**config.mk**
```make
export PLATFORM = sky130hd
export DESIGN_NAME = drop_tick_scheduler
export DESIGN_NICKNAME = d
export VERILOG_FILES = /design/src/rtl/drop_tick_scheduler.sv
export SDC_FILE = /design/constraint.sdc
export NUM_CORES = 1
export LEC_CHECK = 0
export ABC_AREA = 0
export BUFFER_PORTS_ARGS = -buffer_cell sky130_fd_sc_hd__buf_4
export CAP_MARGIN = 5
export CELL_PAD_IN_SITES_DETAIL_PLACEMENT = 0
export CELL_PAD_IN_SITES_GLOBAL_PLACEMENT = 1
export CORE_ASPECT_RATIO = 1.5
export CORE_MARGIN = 10
export CORE_UTILIZATION = 45
export DETAILED_ROUTE_END_ITERATION = 10
export GPL_TIMING_DRIVEN = 0
export PLACE_DENSITY = 0.75
export REMOVE_ABC_BUFFERS = 1
export SETUP_SLACK_MARGIN = 0.3
export SLEW_MARGIN = 20
export SYNTH_ARGS = -nofsm -noshare
export SYNTH_HDL_FRONTEND = slang
export SYNTH_SLANG_ARGS = --single-unit
```
**constraint.sdc**
```tcl
create_clock -name i_clk -period 21.9 [get_ports i_clk]
set_clock_uncertainty 0.15 [all_clocks]
set_input_delay 2.19 -clock i_clk [delete_from_list [all_inputs] [get_ports i_clk]]
set_output_delay 2.19 -clock i_clk [all_outputs]
set_load 0.02 [all_outputs]
```
**src/rtl/drop_tick_scheduler.sv**
```systemverilog
// drop_tick_scheduler
// -------------------
// Gravity tick generator for the falling piece. A free-running counter
// measures an effective period derived from the current level (clamped to
// a floor) or from the fast-drop button, then raises a tick request that is
// held until the game-logic FSM acknowledges it. Supports pause, restart on
// new-piece spawn and an optional soft-drop row counter.
//
// Optional feature macro: DROP_SOFT_SCORE_EN
//   defined   -> o_soft_rows counts accepted fast ticks, saturating at 255
//   undefined -> o_soft_rows is tied to 8'd0
//
// Ports
//   i_clk        system clock, all logic on posedge
//   i_rst        synchronous active-high reset
//   i_enable     game running; low forces IDLE
//   i_pause      freezes counting; masks a pending request
//   i_restart    one-cycle pulse on new-piece spawn; restarts the period
//   i_level      current level 0..15
//   i_fast_in    debounced fast-drop button
//   i_drop_ack   game logic accepted the tick
//   o_drop_req   tick pending, held until acknowledged
//   o_drop_fast  value of i_fast_in captured when o_drop_req rose
//   o_soft_rows  soft-drop row count (0 unless DROP_SOFT_SCORE_EN)

module drop_tick_scheduler #(
    parameter int                CNT_W       = 24,
    parameter logic [CNT_W-1:0]  BASE_PERIOD = 24'd5_000_000,
    parameter logic [CNT_W-1:0]  LEVEL_STEP  = 24'd300_000,
    parameter logic [CNT_W-1:0]  MIN_PERIOD  = 24'd500_000,
    parameter logic [CNT_W-1:0]  FAST_PERIOD = 24'd250_000
) (
    input  logic        i_clk,
    input  logic        i_rst,
    input  logic        i_enable,
    input  logic        i_pause,
    input  logic        i_restart,
    input  logic [3:0]  i_level,
    input  logic        i_fast_in,
    input  logic        i_drop_ack,
    output logic        o_drop_req,
    output logic        o_drop_fast,
    output logic [7:0]  o_soft_rows
);

    typedef enum logic [1:0] {
        S_IDLE  = 2'd0,
        S_COUNT = 2'd1,
        S_REQ   = 2'd2
    } state_t;

    // Level-derived period; negative or too-small results clamp to the floor.
    function automatic logic [CNT_W-1:0] sat_period(input logic signed [CNT_W+4:0] diff);
        if (diff < $signed({5'd0, MIN_PERIOD}))
            return MIN_PERIOD;
        else
            return diff[CNT_W-1:0];
    endfunction

    // Terminal count for a period; periods of 0 or 1 behave as 1.
    function automatic logic [CNT_W-1:0] last_count(input logic [CNT_W-1:0] period);
        if (period <= CNT_W'(1))
            return '0;
        else
            return period - CNT_W'(1);
    endfunction

    state_t                 r_state;
    logic [CNT_W-1:0]       r_cnt;
    logic                   r_drop_req;
    logic                   r_drop_fast;

    logic [CNT_W+3:0]       w_prod;
    logic signed [CNT_W+4:0] w_diff;
    logic [CNT_W-1:0]       w_lvl_p;
    logic [CNT_W-1:0]       w_eff;
    logic [CNT_W-1:0]       w_last;
    logic                   w_fire;
    logic                   w_accept;

    // Effective period, re-evaluated every cycle so level or button changes
    // take effect mid-count.
    assign w_prod   = {{CNT_W{1'b0}}, i_level} * {4'd0, LEVEL_STEP};
    assign w_diff   = $signed({5'd0, BASE_PERIOD}) - $signed({1'b0, w_prod});
    assign w_lvl_p  = sat_period(w_diff);
    assign w_eff    = (i_fast_in && (FAST_PERIOD < w_lvl_p)) ? FAST_PERIOD : w_lvl_p;
    assign w_last   = last_count(w_eff);

    // >= rather than == so a period that shrinks below the current count
    // fires immediately instead of wrapping.
    assign w_fire   = (r_cnt >= w_last);

    // A request is accepted only on a normal-priority edge in REQ.
    assign w_accept = (r_state == S_REQ) && r_drop_req && i_drop_ack &&
                      i_enable && !i_restart && !i_pause;

    always_ff @(posedge i_clk) begin
        if (i_rst) begin
            r_state     <= S_IDLE;
            r_cnt       <= '0;
            r_drop_req  <= 1'b0;
            r_drop_fast <= 1'b0;
        end else if (!i_enable) begin
            r_state    <= S_IDLE;
            r_cnt      <= '0;
            r_drop_req <= 1'b0;
        end else if (i_restart) begin
            // New piece: cancel any pending tick and start a fresh period.
            r_state    <= S_COUNT;
            r_cnt      <= '0;
            r_drop_req <= 1'b0;
        end else begin
            case (r_state)
                S_IDLE: begin
                    r_state <= S_COUNT;
                    r_cnt   <= '0;
                end
                S_COUNT: begin
                    if (!i_pause) begin
                        if (w_fire) begin
                            r_state     <= S_REQ;
                            r_drop_req  <= 1'b1;
                            r_drop_fast <= i_fast_in;
                            r_cnt       <= '0;
                        end else begin
                            r_cnt <= r_cnt + CNT_W'(1);
                        end
                    end
                end
                S_REQ: begin
                    // Pause masks the request; it comes back on the first
                    // unpaused edge. Ticks never accumulate while waiting.
                    if (i_pause) begin
                        r_drop_req <= 1'b0;
                    end else if (w_accept) begin
                        r_state    <= S_COUNT;
                        r_drop_req <= 1'b0;
                        r_cnt      <= '0;
                    end else begin
                        r_drop_req <= 1'b1;
                    end
                end
                default: begin
                    r_state    <= S_IDLE;
                    r_cnt      <= '0;
                    r_drop_req <= 1'b0;
                end
            endcase
        end
    end

    assign o_drop_req  = r_drop_req;
    assign o_drop_fast = r_drop_fast;

`ifdef DROP_SOFT_SCORE_EN
    logic [7:0] r_soft_rows;

    // Counts rows dropped under the fast button; survives disable, clears on reset.
    always_ff @(posedge i_clk) begin
        if (i_rst) begin
            r_soft_rows <= 8'd0;
        end else if (w_accept && r_drop_fast && (r_soft_rows != 8'hFF)) begin
            r_soft_rows <= r_soft_rows + 8'd1;
        end
    end

    assign o_soft_rows = r_soft_rows;
`else
    assign o_soft_rows = 8'd0;
`endif

endmodule

```
# Word level (Yosys, flattened, before mapping)
# Index checks and enable logic that the tools add are counted.
# totals
regBits	28
in_bits	11
word_cells	62
# classes
n_addsub	3
mul	1
magnitude_cmp	4
eq_ne	10
muxes	19
bitwise	4
n_reduce_logical	16
# op_table
cell	count
2-to-1 mux 24 bit	7
one-hot mux 24 bit (2 select lines)	1
adder 24 x 1 -> 24 bit (second input constant)	1
>= comparator 24 bit	1
less-or-equal comparator 24 x 1 -> 1 bit (second input constant)	1
< comparator 18 x 24 -> 1 bit (first input constant)	1
< comparator 24 x 20 -> 1 bit (second input constant)	1
subtractor 23 x 23 -> 24 bit (first input constant)	1
subtractor 24 x 1 -> 24 bit (second input constant)	1
multiplier 4 x 14 -> 18 bit (second input constant)	1
inequality test 3 bit (second input constant)	4
2-to-1 mux 2 bit	4
inequality test 2 bit (second input constant)	4
AND reduction 4 bit	2
logical AND 1 bit	6
one-hot mux 2 bit (3 select lines)	1
AND reduction 3 bit	2
2-to-1 mux 1 bit	5
AND reduction 5 bit	1
NOT 1 bit	4
one-hot mux 1 bit (3 select lines)	1
OR reduction 3 bit	1
== test 2 x 1 -> 1 bit (second input constant)	1
== test 2 bit (second input constant)	1
other kinds (3)	4

# Logic depth before layout (Yosys ltp)
# Gate-level depths: netlist of run 1.
# depth
word_depth	14
ltp_mapped	33

# Least setup slack after synthesis of run 1
# OpenSTA, ideal clock, no wires.
# synth_timing
kind	input to register
from	input port i_level[1]
to	register r_drop_req, in the netlist o_drop_req
arrival_ns	9.280
required_ns	21.674
setup_slack_ns	12.394
cell_stages	31
path_buffers	1
path_cell_list	fa_1 > inv_1 > fa_1 > inv_1 > fa_1 > clkbuf_1 > o21ai_0 > nor2b_1 > xnor3_1 > o22ai_1 > o211ai_1 > a211o_1 > nand3_1 > o21ai_0 > a21boi_0 > ha_1 > nor4_1 > and2_1 > nand3_1 > nor3_1 > nand4bb_1 > xnor2_1 > o21bai_1 > ha_1 > and4_1 > nand2_1 > o311ai_0 > a31oi_1 > o41ai_1 > mux2_2 > a21boi_0
# synth_between
elab_chain_len	12
# synth_rtl
item	line	source
from (decl)	38	input logic [3:0] i_level,
multiplier 4 x 14 -> 18 bit *	83	assign w_prod = {{CNT_W{1'b0}}, i_level} * {4'd0, LEVEL_STEP};
subtractor 23 x 23 -> 24 bit *	84	assign w_diff = $signed({5'd0, BASE_PERIOD}) - $signed({1'b0, w_prod});
< comparator 24 x 20 -> 1 bit	54	if (diff < $signed({5'd0, MIN_PERIOD}))
2-to-1 mux 24 bit *	54	
< comparator 18 x 24 -> 1 bit	86	assign w_eff = (i_fast_in && (FAST_PERIOD < w_lvl_p)) ? FAST_PERIOD : w_lvl_p;
logical AND 1 bit	86	
2-to-1 mux 24 bit *	86	
subtractor 24 x 1 -> 24 bit or less-or-equal comparator 24 x 1 -> 1 bit (tied branches)	65, 62	
2-to-1 mux 24 bit *	62	if (period <= CNT_W'(1))
>= comparator 24 bit *	91	assign w_fire = (r_cnt >= w_last);
inequality test 2 bit (no line) *	n/a	
AND reduction 3 bit (no line) *	n/a	
to (signal assigned)	101	r_drop_req <= 1'b0;
to (signal assigned)	106	r_drop_req <= 1'b0;
to (signal assigned)	111	r_drop_req <= 1'b0;
to (decl)	70	logic r_drop_req;
# Mark *: on every way between the ends. The rest lies on a longest branch, timed or not.
# A chain may end at the register's enable or synchronous reset.

# Worst setup path in the final report of run 1
# layout_timing
from	input port i_level[2]
to	register r_cnt[4]
# layout_between
elab_chain_len	13
# layout_rtl
item	line	source
multiplier 4 x 14 -> 18 bit *	83	
subtractor 23 x 23 -> 24 bit *	84	
< comparator 24 x 20 -> 1 bit	54	
2-to-1 mux 24 bit *	54	
< comparator 18 x 24 -> 1 bit	86	
logical AND 1 bit	86	
2-to-1 mux 24 bit *	86	
subtractor 24 x 1 -> 24 bit or less-or-equal comparator 24 x 1 -> 1 bit (tied branches)	65, 62	
2-to-1 mux 24 bit *	62	
>= comparator 24 bit *	91	
2-to-1 mux 24 bit *	120	if (w_fire) begin
2-to-1 mux 24 bit *	119	if (!i_pause) begin
one-hot mux 24 bit (2 select lines) *	113	case (r_state)
to (signal assigned)	126	r_cnt <= r_cnt + CNT_W'(1);
to (decl)	69	logic [CNT_W-1:0] r_cnt;
# Mark *: on every way between the ends. The rest lies on a longest branch, timed or not. The select of a mux whose other input is x is not followed.

==> results of run 1 <==
-- cell usage after synthesis, types with 3 or more instances --
master,instances
nor2_1,64
ha_1,48
dfxtp_1,28
nand2_1,25
xnor2_1,25
o21ai_0,23
xor2_1,23
inv_1,21
a21oi_1,19
nand3_1,17
clkbuf_1,12
and3_1,10
nand4_1,9
a21o_1,8
buf_4,8
nor2b_1,8
nor3_1,8
o211ai_1,7
or3_1,7
and2_1,6
fa_1,6
nor4_1,6
o21a_1,6
a31oi_1,5
a21boi_0,4
nand2b_1,4
nor3b_1,4
o21bai_1,4
a211o_1,3
a211oi_1,3
a211oi_4,3
a21boi_1,3
and3b_1,3
and4_1,3
buf_6,3
o31ai_1,3
-- worst min-delay path by stage --
stage / startpoint / endpoint / depth (start not counted)
global route: r_cnt[23] / r_cnt[23] / 2
global placement: r_cnt[23] / r_cnt[23] / 2
finish: r_cnt[1] / r_cnt[1] / 2
floorplan: r_cnt[1] / r_cnt[1] / 2
CTS: r_cnt[1] / r_cnt[1] / 2
detailed placement: r_cnt[1] / r_cnt[1] / 2
-- kinds of logic after synthesis --
group           share of synthesized area (%)
compound gates                           23.0
mux                                      1.64
xor+xnor                                 11.5
buf+inv                                  5.79
flops                                    14.1
simple gates                             25.6
fa+ha+maj                                18.1
other cells                             0.189
-- state kept, by name, summed over array words and instances, names as in the netlist --
name and cells:
o_drop_fast 1, o_drop_req 1, r_state 2, r_cnt 24
-- where the power goes --
part,switching [mW],internal (mW)
clock network,0.0194,0.0281
registers,0.000241,0.0511
logic,0.0847,0.0582
total,0.104,0.137
-- layer usage --
| layer | vias up | track usage (%) |
|---|---|---|
| met2 | 40 | 28.9 |
| li1 | 1785 | - |
| met4 | 0 | 4.85 |
| met3 | 14 | 1.18 |
| met5 | - | 0 |
| met1 | 1610 | 14.6 |
-- cell type report --
type / count / share of cell area (%)
Timing Repair Buffer: 13 / 2.41
Clock buffer: 4 / 2.12
Multi-Input combinational cell: 432 / 76.9
Tap cell: 110 / 3.28
Sequential cell: 28 / 13.4
Inverter: 22 / 1.97
-- per-stage QoR --
step           worst slack [ps]  hold slack [ps]  util [%]  instance area, µm²
5_1_grt                    9950              421      48.1                4200
4_1_cts                   10630              373      48.1                4200
6_report                  10790              367      48.1                4200
2_1_floorplan             12020              332         -                3870
3_5_place_dp              10380              360      47.1                4110
3_3_place_gp              10020              357      46.9                4090
-- tightest hold or removal path, cell delays in order (launching register included) --
cell and delay [ps]:
dfxtp_1 350, nand2_1 60, o21ai_0 60
==> out/metrics.cfg, run 1 <==
[setup_path]
slowest_stage=fa_1
worst-path-buf-inv=4
worst_ep_required_time_ps=21960
cp.depth=32
r2r.worst_path.cells=11
timing.critical_path.mode_cell=fa_1
cp.arrival_ps=11160
start_kind=input port
r2r_start=r_cnt[9]
path_class=in2reg
cp-end-kind=flip-flop
max_stage_delay_ps=730
rrSetupSlack_ps=18660
startpoint=i_level[2]
worstSetupEndpoint=r_cnt[4]
critical_path.top_delay_family=compound AO/OA/AOI/OAI gates
critPathMaxFanout=24
r2r-end=r_cnt[4]

[timing]
period_minus_slack_ps=11110
hold_violations=0
slew_violations=0
slew_headroom_pct=54.0
fin_setup_tns_ps=0
min_period_over_period_pct=50.7
worstMarginPinSlew_ps=681
setup_viol=0
rsz0062_at_grt=false
fmax_mhz=90.0

[route]
drt-met1-wl_um=3750
routed_via_density=5.66
drc=0
top_layer=met4
ant_nets=0
drt_iter0_markers=102
wirelength_um=9130
dr.pass1.iters=4
wl_per_cell_um=15.0
wl_met2_um=5060
route.met3.wl_um=140
vias=3449

[finish]
final_cells=609
layout.nets=565
final_cell_mix=nor2_1, ha_1, dfxtp_1
layout_commonest_cell=nor2_1
fill_cells=927
syn_to_final_growth_pct=5.57
drive_gt1_share_pct=9.22
multi_input_area_um2=3230
ff_latch_area_um2=561
antenna-diode-count=0

[clocking]
worstSkewPairLatency_ps=270
path_clk_slew_ps=70
cts_root_buf=clkbuf_16
cts_setup_buffers=0
cts.repair.resized=0
cts-htree-levels=1
clkSinkCount=28
postCtsHoldBufs=0
cts_max_path_buffers=2
cts_tree=built
cts_buffers=3

[logic_synthesis]
synth_top_area_cell=ha_1
syn_inst=497
ys_warn_count=0
synth-seq-cells=28
postSynthAreaPerCell_um2=8.00
synth_edf_count=0
synth.area.top_cells=ha_1, dfxtp_1, nor2_1, xnor2_1, xor2_1
async_reset_ff_share_pct=0
synth_top_area_share_pct=15.1
synth.distinct_cells=85
synth_area_um2=3980
yosysSeqAreaShare_pct=14.1
synth_flop_cell=dfxtp_1

[status]
status=finished, final reports clean

[grt]
antenna_found_initial=0
grt-ovfl-total=0
grt_pass1_vias=3545
grt_pass1_wl_um=16200
grt_usage_pct=14.2
grt_max_degree=25

[power_and_ir_drop]
power_density_nw_per_um2=57.6
ir_drop_mv=0.0486
finalPower_uw=242
leakagePower_nw=1.70

[floorplanning]
row_count=42
core_area_um2=8720
die_h_um=135
initial_core_util_pct=45.6
die-area_um2=13100
die_x_um=96.8
ios=21

[job]
maxCapViolations=0

[min_path]
hp-class=reg2reg

[placed_design]
gp_congestion=0.825
place_inst=605
dp_hpwl_um=7430
port_buffers=12

Power figures use the tool's default switching activity.
==> run 2: changes to the inputs <==
- ABC_AREA: 0 -> 1
- CORE_UTILIZATION: 45 -> 41
- clock period: 21.9 -> 9 ns (I/O delays scaled with it)
==> run 2 against run 1 <==
Hold slack worse by 64 ps. Highest routed layer unchanged. Synthesized cell count up 22%. Non-clock buffer count up 11.
==> out/metrics.cfg, run 2 <==
[timing]
slew_headroom_pct=58.4
fin_setup_tns_ps=0
worstMarginPinSlew_ps=621
fmax_mhz=124
rsz0062_at_grt=false
slew_violations=0
period_minus_slack_ps=8070
setup_viol=0
min_period_over_period_pct=89.6
hold_violations=0

[placed_design]
gp_congestion=0.823
dp_hpwl_um=8070
port_buffers=12
place_inst=728

[setup_path]
cp-end-kind=flip-flop
worst_ep_required_time_ps=9050
critPathMaxFanout=22
timing.critical_path.mode_cell=nand2_1
path_class=in2reg
r2r.worst_path.cells=18
r2r_start=r_state[0]
r2r-end=r_cnt[23]
startpoint=i_level[2]
cp.arrival_ps=8110
slowest_stage=fa_2
start_kind=input port
max_stage_delay_ps=590
rrSetupSlack_ps=5850

[power_and_ir_drop]
clkPwrFrac_pct=18.9
power_density_nw_per_um2=137
switching_share_pct=47.5
ir_drop_mv=0.138
leakagePower_nw=2.09
seqPwrFrac_pct=20.6
internal_power_uw=318
net-switching-power_uw=288
power_frac_comb_pct=60.5

[grt]
grt_pass1_wl_um=16000
grt_pass1_vias=3654
grt_max_degree=23
grt_usage_pct=13.6
grt-ovfl-total=0
antenna_found_initial=0

[route]
vias=3694
drt_iter0_markers=94
routed_via_density=4.97
dr.pass1.iters=4
drc=0
wirelength_um=9380
ant_nets=0
wl_per_cell_um=12.6

[logic_synthesis]
async_reset_ff_share_pct=0
syn_inst=604
synth_area_um2=3990
ys_warn_count=0
synthMuxAreaShare_pct=0
postSynthAreaPerCell_um2=6.61
synthAdderAreaFrac_pct=18.1
synth_flop_cell=dfxtp_1
synth.most_common_cell=nand2_1
synth_compound_area_share_pct=9.25
synth.area.top_cells=ha_1, dfxtp_1, nand2_1, inv_1, nand3_1
yosysSeqAreaShare_pct=14.0
synth_xor_area_share_pct=5.83
synth_top_family_by_area=simple AND/OR/NAND/NOR gates
synth_common_cells=nand2_1, inv_1, nor2_1
synth-seq-cells=28
synth_top_area_cell=ha_1
synth_edf_count=0
synth-simple-area-share_pct=42.8
synth.distinct_cells=55
synth_top_area_share_pct=15.0

[floorplanning]
row_count=44
die_x_um=101
ios=21
die-area_um2=14200
core_area_um2=9580
initial_core_util_pct=41.7
die_h_um=141

[finish]
layout.nets=695
fin_util_pct=46.2
top_register=r_cnt
largestRegisters=r_cnt: 24 flops, r_state: 2 flops
layout_commonest_cell=nand2_1
largest_reg_flops=24
final_cell_mix=nand2_1, inv_1, nor2_1
syn_to_final_growth_pct=10.8
antenna-diode-count=0
final_cells=744
drive_gt1_share_pct=18.0

[clocking]
worstSkewPairLatency_ps=270
path_clk_slew_ps=70
clkSinkCount=28
cts_max_path_buffers=2
postCtsHoldBufs=0
cts-htree-levels=1
cts_buffers=3
cts_root_buf=clkbuf_16
cts_tree=built

[min_path]
holdPathStages=2
hp-class=reg2reg
min_to=o_drop_fast
hp-start=o_drop_fast

[status]
status=finished, final reports clean

[job]
maxCapViolations=0

-- run 2: cell count changes after synthesis, moves of 10 or more --
cell / before / now
nand2_2: 1 / 24
nand3_1: 17 / 49
inv_1: 21 / 69
xnor2_1: 25 / 5
clkbuf_1: 12 / 2
nand2_1: 25 / 145
o21ai_0: 23 / 7
-- run 2: worst max-delay path, delay by kind of cell --
family                     cells  cell delay (ps)
xor gates and xnor gates       1              200
adders and majority gates      5             2200
buffers and inverters          9              810
AOI/OAI and AO/OA              6              970
and+or+nand+nor               31             2980
-- run 2: metrics by stage --
step / hold WS, ps / total power, mW / worst slack (ps) / cell area [µm²]
after CTS: 304 / 0.600 / 308 / 4290
after global placement: 289 / 0.473 / -656 / 4170
final: 303 / 0.606 / 932 / 4420
after detailed placement: 292 / 0.479 / -845 / 4170
after global routing: 352 / 0.667 / 257 / 4420
after floorplan: 319 / 0.415 / 910 / 3930
-- run 2: worst max-delay path by stage --
| stage | endpoint | slack [ps] |
|---|---|---|
| 2_1_floorplan | r_cnt[16] | 910 |
| 3_3_place_gp | r_cnt[16] | -660 |
| 3_5_place_dp | r_cnt[16] | -840 |
| 4_1_cts | r_cnt[16] | 310 |
| 5_1_grt | o_drop_req | 260 |
| 6_report | r_cnt[16] | 930 |
-- run 2: per-layer routing --
layer  up-vias  GRT usage, %  wire [µm]
met2        27          28.0       5480
met3        11         0.930        134
met5         -             0          0
met4         0          5.22        249
li1       2002             -          -
met1      1654          12.9       3520
-- run 2: power by group through the flow --
stage | clock, mW | sequential [mW] | combinational [mW]
2_1_floorplan | 0 | 0.128 | 0.287
3_3_place_gp | 0 | 0.128 | 0.345
3_5_place_dp | 0 | 0.128 | 0.351
4_1_cts | 0.118 | 0.125 | 0.357
5_1_grt | 0.121 | 0.125 | 0.421
6_report | 0.114 | 0.125 | 0.366
-- run 2: repair_timing --
item,in CTS,in global routing
pin swaps,1,2
setup buffers,3,9
gates resized for setup,5,14
setup endpoints to repair,28,28
-- run 2: kinds of logic after synthesis --
kind of cell	Yosys count
XOR/XNOR	24
other	2
adder cells (fa/ha/maj)	54
AO/OA/AOI/OAI	58
flip-flops	28
AND/OR/NAND/NOR	346
buffers and inverters	92
-- run 2: final cells by class --
type	instances	area [µm²]
Fill cell	1009	5150
Multi-Input combinational cell	494	3150
Sequential cell	28	561
Inverter	79	300
Timing Repair Buffer	24	180
Tap cell	115	144
Clock buffer	4	88.8
==> run 3: changes to the inputs <==
- CORE_MARGIN: 10 -> unset
==> run 3 against run 2 <==
Sequential power is essentially flat. Utilization increased by 0.95 points. Die area shrank 28%. Via count grew 1.7%. Register-to-register slack barely moved. Worst setup slack got worse by 30 ps. Total power shrank 2.4%.
==> out/metrics.cfg, run 3 (same netlist as run 2, synthesis figures left out) <==
[placed_design]
gp_congestion=0.794
dp_hpwl_um=7960
port_buffers=12
placed_area_um2=4160

[setup_path]
critical_path.top_delay_family=simple AND/OR/NAND/NOR gates
rrSetupSlack_ps=5850
timing.critical_path.mode_cell=nand2_1
path_class=in2reg
r2r_start=r_state[0]
worst-path-buf-inv=8
max_stage_delay_ps=570
start_kind=input port
cp.arrival_ps=8140
r2r-end=r_cnt[23]
cp-end-kind=flip-flop
r2r.worst_path.cells=18
critPathMaxFanout=22
worst_ep_required_time_ps=9050
slowest_stage=fa_2

[min_path]
min_to=o_drop_fast
hp-start=o_drop_fast
holdPathStages=2
hp-class=reg2reg

[timing]
hold_violations=0
period_minus_slack_ps=8100
min_period_over_period_pct=90.0
worstMarginPinSlew_ps=613
rsz0062_at_grt=false
slew_headroom_pct=59.0
slew_violations=0
fmax_mhz=123
setup_viol=0

[finish]
antenna-diode-count=0
stdcell_area_um2=4410
largestRegisters=r_cnt: 24 flops, r_state: 2 flops
drive_gt1_share_pct=18.3
syn_to_final_growth_pct=10.6
layout_commonest_cell=nand2_1
top_register=r_cnt
final_cell_mix=nand2_1, inv_1, nor2_1
layout.nets=696
largest_reg_flops=24

[grt]
grt_pass1_vias=3646
grt-ovfl-total=0
grt_pass1_wl_um=15600
antenna_found_initial=0
grt_usage_pct=19.7
grt_max_degree=23

[route]
dr.pass1.iters=4
wirelength_um=9360
wl_per_cell_um=12.6
drt_iter0_markers=104
drc=0
routed_via_density=5.07
ant_nets=0
vias=3758

[floorplanning]
ios=21
die_x_um=82.6
die-area_um2=10100
row_count=43
core_area_um2=9360
die_h_um=123
initial_core_util_pct=42.6

[power_and_ir_drop]
internal_power_uw=308
power_frac_comb_pct=61.8
power_density_nw_per_um2=134
leakagePower_nw=2.09
finalPower_uw=591
net-switching-power_uw=284
seqPwrFrac_pct=21.1
switching_share_pct=48.0
ir_drop_mv=0.141
clkPwrFrac_pct=17.1

[clocking]
postCtsHoldBufs=0
worstSkewPairLatency_ps=270
cts_root_buf=clkbuf_16
path_clk_slew_ps=70
cts_max_path_buffers=2
cts-htree-levels=1
cts_buffers=3
clkSinkCount=28
cts_tree=built

[job]
maxCapViolations=0

[status]
status=finished, final reports clean

[run 3: power by group through the flow]
stage	clock network, mW	registers (mW)	logic, mW
floorplan	0	0.128	0.287
global placement	0	0.128	0.345
detailed placement	0	0.128	0.352
CTS	0.103	0.125	0.358
global route	0.107	0.125	0.417
finish	0.101	0.125	0.365
[run 3: layout make-up]
| class | count | area (µm²) |
|---|---|---|
| clock buffer | 3 | 75.1 |
| multi-input combinational | 495 | 3160 |
| sequential | 28 | 561 |
| timing repair buffer | 24 | 180 |
| inverter | 79 | 300 |
| tap | 112 | 140 |
| fill | 1003 | 4950 |
[run 3: worst reg2reg max path: stages (launching register included)]
cell	delay, ps
dfxtp_1	340
inv_1	90
ha_1	180
nand3_1	80
nor2_1	130
nand2_1	90
nand2_2	190
inv_2	100
nor2_2	170
nand3_2	140
nor4_2	310
nand2_1	150
nor2_1	190
nand2_1	70
nor2_1	170
and3_1	210
nand4_1	100
xor2_1	150
nor2_1	50
[run 3: repair_timing]
action	4_1_cts	5_1_grt
endpoints found under the setup margin	26	27
resized for setup	5	13
buffers inserted	3	9
gates cloned	0	1
pin swaps	1	4
[run 3: worst max path at each step]
| stage | depth (start not counted) | start | endpoint | slack, ps |
|---|---|---|---|---|
| after floorplan | 51 | i_level[1] | r_cnt[16] | 910 |
| after global placement | 51 | i_level[2] | r_cnt[16] | -660 |
| after detailed placement | 51 | i_level[2] | r_cnt[16] | -750 |
| after CTS | 52 | i_level[2] | r_cnt[8] | 350 |
| after global routing | 50 | i_level[1] | r_cnt[16] | 310 |
| final | 51 | i_level[1] | r_cnt[8] | 900 |
[run 3: routing by layer]
layer / global-route usage (%) / wire [µm]
met1: 18.9 / 3480
met2: 42.7 / 5620
met3: 0.446 / 115
met4: 5.39 / 148
met5: 0 / 0
[run 3: per-stage QoR]
stage / instances / setup TNS (ps) / utilization, % / hold slack (ps) / worst slack, ps
after floorplan: 601 / 0 / - / 319 / 910
after CTS: 731 / 0 / 45.7 / 298 / 351
after global placement: 725 / -12420 / 44.5 / 284 / -663
after detailed placement: 725 / -15340 / 44.5 / 288 / -753
after global routing: 741 / 0 / 47.1 / 340 / 309
final: 741 / 0 / 47.1 / 293 / 902
